<file path="src/rtl/alu_seq_pkg.sv">
// alu_seq_pkg: shared widths, opcodes, FSM states and instruction field positions for alu_sequencer.
package alu_seq_pkg;
    localparam int DW = 8;
    localparam int SW = 3;
    localparam int OP_LSB = 12;
    localparam int C_LSB  = 9;
    localparam int A_LSB  = 6;
    localparam int B_LSB  = 3;
    localparam logic [3:0] OP_NOP = 4'd0;
    localparam logic [3:0] OP_ADD = 4'd1;
    localparam logic [3:0] OP_SUB = 4'd2;
    localparam logic [3:0] OP_AND = 4'd3;
    localparam logic [3:0] OP_OR  = 4'd4;
    localparam logic [3:0] OP_XOR = 4'd5;
    localparam logic [3:0] OP_SHL = 4'd6;
    localparam logic [3:0] OP_SHR = 4'd7;
    localparam logic [3:0] OP_LDI = 4'd8;
    localparam logic [3:0] OP_MOV = 4'd9;
    localparam logic [3:0] OP_MUL = 4'd10;
    typedef enum logic [1:0] {S_IDLE, S_READ, S_EXEC, S_WRITE} state_t;
endpackage

</file>
<file path="src/rtl/alu_seq_mul.sv">
// alu_seq_mul: 8x8 shift-add multiplier, one multiplier bit per cycle; busy for 8 cycles after start.
module alu_seq_mul
    import alu_seq_pkg::*;
(
    input  logic            clk,
    input  logic            rst,
    input  logic            start,
    input  logic [DW-1:0]   a,
    input  logic [DW-1:0]   b,
    output logic            busy,
    output logic [2*DW-1:0] prod
);
    logic [2*DW-1:0] r_mcand;
    logic [DW-1:0]   r_mplier;
    logic [3:0]      r_cnt;

    always_ff @(posedge clk or posedge rst) begin
        if (rst) begin
            busy     <= 1'b0;
            prod     <= '0;
            r_mcand  <= '0;
            r_mplier <= '0;
            r_cnt    <= '0;
        end else if (start) begin
            busy     <= 1'b1;
            prod     <= '0;
            r_mcand  <= {{DW{1'b0}}, a};
            r_mplier <= b;
            r_cnt    <= 4'(DW);
        end else if (busy) begin
            prod     <= r_mplier[0] ? prod + r_mcand : prod;
            r_mcand  <= r_mcand << 1;
            r_mplier <= r_mplier >> 1;
            r_cnt    <= r_cnt - 4'd1;
            busy     <= r_cnt != 4'd1;
        end
    end
endmodule

</file>
<file path="src/rtl/alu_sequencer.sv">
// alu_sequencer: IDLE/READ/EXEC/WRITE controller driving an 8x8 register file, owning Z/C flags.
// Define ALU_SEQ_MUL_EN to make opcode 10 an iterative multiply; otherwise it is illegal.
module alu_sequencer
    import alu_seq_pkg::*;
(
    input  logic          clk,
    input  logic          rst,
    input  logic          instr_valid,
    output logic          instr_ready,
    input  logic [15:0]   instr,
    output logic [SW-1:0] asel,
    output logic [SW-1:0] bsel,
    input  logic [DW-1:0] aout,
    input  logic [DW-1:0] bout,
    output logic [SW-1:0] csel,
    output logic          cload,
    output logic [DW-1:0] cin,
    output logic          flag_z,
    output logic          flag_c,
    output logic          done,
    output logic          illegal
);
    state_t        r_state;
    logic [15:0]   r_instr;
    logic [DW-1:0] r_a, r_b, w_res;
    logic [DW:0]   w_add, w_sub;
    logic [3:0]    w_op;
    logic          w_cy, w_flags, w_wr, w_ill, w_wait;

    assign w_op  = r_instr[OP_LSB +: 4];
    assign w_add = {1'b0, r_a} + {1'b0, r_b};
    assign w_sub = {1'b0, r_a} - {1'b0, r_b};
`ifdef ALU_SEQ_MUL_EN
    logic            w_mul_busy;
    logic [2*DW-1:0] w_prod;
    // Multiplier starts from the live read data so its 8 steps overlap the EXEC wait.
    alu_seq_mul u_mul (
        .clk   (clk),
        .rst   (rst),
        .start (r_state == S_READ && w_op == OP_MUL),
        .a     (aout),
        .b     (bout),
        .busy  (w_mul_busy),
        .prod  (w_prod)
    );
    assign w_wait = (w_op == OP_MUL) && w_mul_busy;
`else
    assign w_wait = 1'b0;
`endif

    always_comb begin
        w_res   = '0;
        w_cy    = 1'b0;
        w_flags = 1'b1;
        w_wr    = 1'b1;
        w_ill   = 1'b0;
        case (w_op)
            OP_ADD: {w_cy, w_res} = w_add;
            OP_SUB: {w_cy, w_res} = w_sub;
            OP_AND: w_res = r_a & r_b;
            OP_OR:  w_res = r_a | r_b;
            OP_XOR: w_res = r_a ^ r_b;
            OP_SHL: {w_cy, w_res} = {r_a, 1'b0};
            OP_SHR: {w_res, w_cy} = {1'b0, r_a};
            OP_LDI: begin w_res = r_instr[DW-1:0]; w_flags = 1'b0; end
            OP_MOV: begin w_res = r_a; w_flags = 1'b0; end
`ifdef ALU_SEQ_MUL_EN
            OP_MUL: begin w_res = w_prod[DW-1:0]; w_cy = |w_prod[2*DW-1:DW]; end
`endif
            OP_NOP: begin w_wr = 1'b0; w_flags = 1'b0; end
            default: begin w_wr = 1'b0; w_flags = 1'b0; w_ill = 1'b1; end
        endcase
    end

    always_ff @(posedge clk or posedge rst) begin
        if (rst) begin
            r_state     <= S_IDLE;
            r_instr     <= '0;
            r_a         <= '0;
            r_b         <= '0;
            instr_ready <= 1'b0;
            asel        <= '0;
            bsel        <= '0;
            csel        <= '0;
            cload       <= 1'b0;
            cin         <= '0;
            flag_z      <= 1'b0;
            flag_c      <= 1'b0;
            done        <= 1'b0;
            illegal     <= 1'b0;
        end else begin
            cload <= 1'b0;
            done  <= 1'b0;
            case (r_state)
                S_IDLE: if (instr_ready && instr_valid) begin
                    r_instr     <= instr;
                    asel        <= instr[A_LSB +: SW];
                    bsel        <= instr[B_LSB +: SW];
                    instr_ready <= 1'b0;
                    r_state     <= S_READ;
                end else begin
                    instr_ready <= 1'b1;
                end
                S_READ: begin
                    r_a     <= aout;
                    r_b     <= bout;
                    r_state <= S_EXEC;
                end
                // Write-side outputs are registered here so they are valid throughout WRITE.
                S_EXEC: if (!w_wait) begin
                    if (w_wr) begin
                        csel <= r_instr[C_LSB +: SW];
                        cin  <= w_res;
                    end
                    if (w_flags) begin
                        flag_z <= w_res == '0;
                        flag_c <= w_cy;
                    end
                    cload   <= w_wr;
                    done    <= 1'b1;
                    illegal <= illegal | w_ill;
                    r_state <= S_WRITE;
                end
                S_WRITE: begin
                    instr_ready <= 1'b1;
                    r_state     <= S_IDLE;
                end
                default: r_state <= S_IDLE;
            endcase
        end
    end
endmodule

</file>
<file path="config.mk">
export PLATFORM = sky130hd
export DESIGN_NAME = alu_sequencer
export DESIGN_NICKNAME = d
export VERILOG_FILES = /design/src/rtl/alu_seq_pkg.sv /design/src/rtl/alu_seq_mul.sv /design/src/rtl/alu_sequencer.sv
export SDC_FILE = /design/constraint.sdc
export NUM_CORES = 1
export LEC_CHECK = 0
export BUFFER_PORTS_ARGS = -buffer_cell sky130_fd_sc_hd__buf_2
export CORE_MARGIN = 4
export CORE_UTILIZATION = 40
export DETAILED_ROUTE_END_ITERATION = 16
export PLACE_DENSITY = 0.58
export SYNTH_ARGS = -nofsm -noshare
export SYNTH_HDL_FRONTEND = slang
export SYNTH_SLANG_ARGS = --single-unit
</file>
<file path="constraint.sdc">
create_clock -name clk -period 2.3 [get_ports clk]
set_clock_uncertainty 0.05 [all_clocks]
set_input_delay 0.575 -clock clk [delete_from_list [all_inputs] [get_ports clk]]
set_output_delay 0.575 -clock clk [all_outputs]
set_load 0.01 [all_outputs]
</file>
==> results.md <==
* Setup CP Type: reg2reg
* Status: finished with violations
* Layout cells sized above 1 at between 40% and 50%
* Pre-CTS setup slack at -0.2330 ns
* Syn. warnings at 0
* CP Launch Type: flip-flop
* Most frequent cells in the layout: 78 x buf_4, 57 x buf_2, 49 x dfrtp_1
* Fin nets at roughly 580
* Post-layout util at 54.95%
* DRC violations left at 0
* Worst setup EP type: flip-flop
* Vias per cell at 5.301
* Design area at 4768 µm²
* CP max FO at 3
* CP Cell Sequence: inv_2 -> ha_4 -> inv_2 -> fa_2 -> a32o_1 -> a22o_1 -> a2111oi_4 -> and3_1 -> nand4_1 -> o31ai_2
* Failing checks: negative setup slack
* GRT Total Usage at 20.70%
* Fin Setup TNS at -0.2829 ns
* Maximum vdd drop at 0.6562 mV
* Crit path arrival time at around 2.7 ns
* Pre-Repair DR Iteration Count at 4
* First-pass GRT wire length at 16.94 mm
* Largest net degree at the start of global routing at 33
* Pleak at roughly 2.2 nW
* Hold buffer count at CTS at 0
* Clock tree buffer depth at 2
* Final Cycle Share at 107.3%
* Mapped Cells at 397
* CP most frequent cell: inv_2
* Fmax at 405.1 MHz
* Final Wtd Congestion at 0.9067
* Minimum clock period at 2.468 ns
* Max incr delay on CP at about 0.41 ns
* Most common cell after layout, fill and taps aside: buf_4
* EDFF count, synth at 0
* Hold WC Path Type: in2async
* Die Footprint at 10430 µm²
* N_diodes at 0
* Endpoints failing hold at 0
* Worst endpoint required time at ~2.5 ns
* Syn-to-layout area delta at 34.57%
* Final setup margin at -0.1685 ns
* Worst slew margin at 67.35%
* Buffers on Ports at 57
* Number of max-cap violations at 0
* Initial core utilization at about two fifths
* Die W at 102.1 µm
* Avg Cell Area, Syn at just under 9 µm²
* Per-cell routed wire length at between 15 and 20 µm
* Initial antenna violation count at 0
* Syn_nets at 462
* Die Ht at 102.1 µm
* Root Buffer: clkbuf_8
* Final setup viols at 5
* I/O Pins at 58
* Synthesis-stage register bit count at between 50 and 60
* CTS tree: built
* Total number of vias at 3313
* Cts bufs inserted at 5
* Placed inst area at around 4400 µm²
* Final HPWL DP at 8.233 mm
* Number of global-route vias before repair at 3336
* Sinks on Clock Net at 51
* Slew of the pin with the lowest slew margin at around 0.49 ns
* Sequential area share after synthesis at a little over a third
* Hold_ws at 0.2147 ns
* Synth Cell Area at 3543 µm²
* Skew-Pair Late Insertion Delay at 0.32 ns
* Critical Path Slowest Stage Cell: dfrtp_1
* Pwr/cell area at between 1500 and 2000 nW/µm²
* Detailed Route WL at 10.46 mm
* Core area at approximately 8700 µm²
* Drt initial violations at 220
* H-tree depth at 2
* Std-Cell Rows at 34
* Final ANT Viol Nets at 0
* Slew Limit Fails at 0
* Synth Flop Type: dfrtp_1
* RSZ-0062 raised after global routing: yes
* Synth async-reset ratio at 100.0%
* Reg clk slew, reported paths at 0.11 ns
* Total gr overflow at 0
* Synth cell types at 58
## cell usage after synthesis (3+ instances only)
cell type / instances / area [µm²]
dfrtp_1: 51 / 1276
nand2_1: 44 / 165.2
o21ai_0: 34 / 170.2
inv_1: 29 / 108.9
ha_1: 28 / 350.3
mux2_2: 19 / 214.0
nor2_1: 19 / 71.32
nor3_1: 18 / 90.09
a21oi_1: 17 / 85.08
nand2b_1: 10 / 62.56
buf_4: 9 / 67.56
clkbuf_1: 9 / 33.78
nor2b_1: 9 / 56.30
buf_2: 8 / 40.04
a31oi_1: 7 / 43.79
nand3b_1: 7 / 52.55
a211oi_1: 5 / 37.54
mux2i_1: 5 / 50.05
nand3_1: 5 / 25.02
o221ai_1: 5 / 43.79
a22oi_1: 4 / 30.03
a32o_1: 4 / 40.04
or3b_2: 4 / 35.03
o211ai_1: 3 / 22.52
## per-layer routing
metal	share of wire (%)	wire [µm]	global-route usage [%]	vias to the layer above
li1	-	-	-	1634
met1	44	4596	28.00	1570
met2	48	5061	35.18	90
met3	5.4	570	3.003	19
met4	2.2	231	4.541	0
met5	0	0	0	-
## through the flow
stage / power, W / cells
after floorplan: 0.004651 / 397
after global placement: 0.006849 / 613
after detailed placement: 0.006913 / 613
after CTS: 0.007802 / 623
after global routing: 0.008810 / 625
final: 0.008124 / 625
## layout make-up
class | count | area [µm²]
Inverter | 29 | 108.9
Multi-Input combinational cell | 290 | 2188
Fill cell | 866 | 3910
Sequential cell | 51 | 1279
Tap cell | 108 | 135.1
Timing Repair Buffer | 139 | 942.2
Clock buffer | 5 | 68.82
Clock inverter | 3 | 46.29
## worst paths after layout
check                                    start                  end  slack, ns  depth (start not counted)
setup / recovery            r_a[0]$_DFFE_PP0N_   flag_z$_DFFE_PP0P_      -0.17                         10
hold / removal                             rst   r_b[5]$_DFFE_PP0N_       0.21                          2
setup reg to reg            r_a[0]$_DFFE_PP0N_   flag_z$_DFFE_PP0P_      -0.17                         10
hold reg to reg            illegal$_DFFE_PP0P_  illegal$_DFFE_PP0P_       0.42                          1
max in group asynchronous                  rst   flag_z$_DFFE_PP0P_       1.45                          3
min in group clk                       bout[2]   r_b[2]$_DFFE_PP0N_       0.40                          3
## what timing repair did
item / 4_1_cts / 5_1_grt
gates cloned: 0 / 0
setup endpoints to repair: 8 / 9
buffers inserted: 2 / 3
pin swaps: 10 / 18
gates resized for setup: 11 / 34
## critical path, delay by kind of cell, from the launching register on
kind                     cells  cell delay, ns
buffers and inverters        2            0.12
adder cells (fa/ha/maj)      2            0.50
flip-flops                   1            0.41
AO/OA/AOI/OAI                4            1.00
AND/OR/NAND/NOR              2            0.31
## cells by family after synthesis
kind of cell | synth area share (%)
xor gates and xnor gates | 0.7417
AOI/OAI and AO/OA | 19.42
and+or+nand+nor | 18.19
buffers and inverters | 7.168
adders and majority gates | 11.02
muxes | 7.451
DFF | 36.02
## report_power, final
group | leakage [nW] | switching (W) | internal (W)
combinational | 1.55 | 0.00294 | 0.00281
clock | 0.0548 | 0.000337 | 0.000328
sequential | 0.622 | 0.000375 | 0.00133
## state kept, by name, indices dropped and copies added, names as in the netlist, 2 cells and up
register,flops
asel,2
csel,3
cin,8
bsel,2
r_instr,12
r_a,8
r_state,2
r_b,8
No activity file was read; power rests on OpenSTA's default activity.
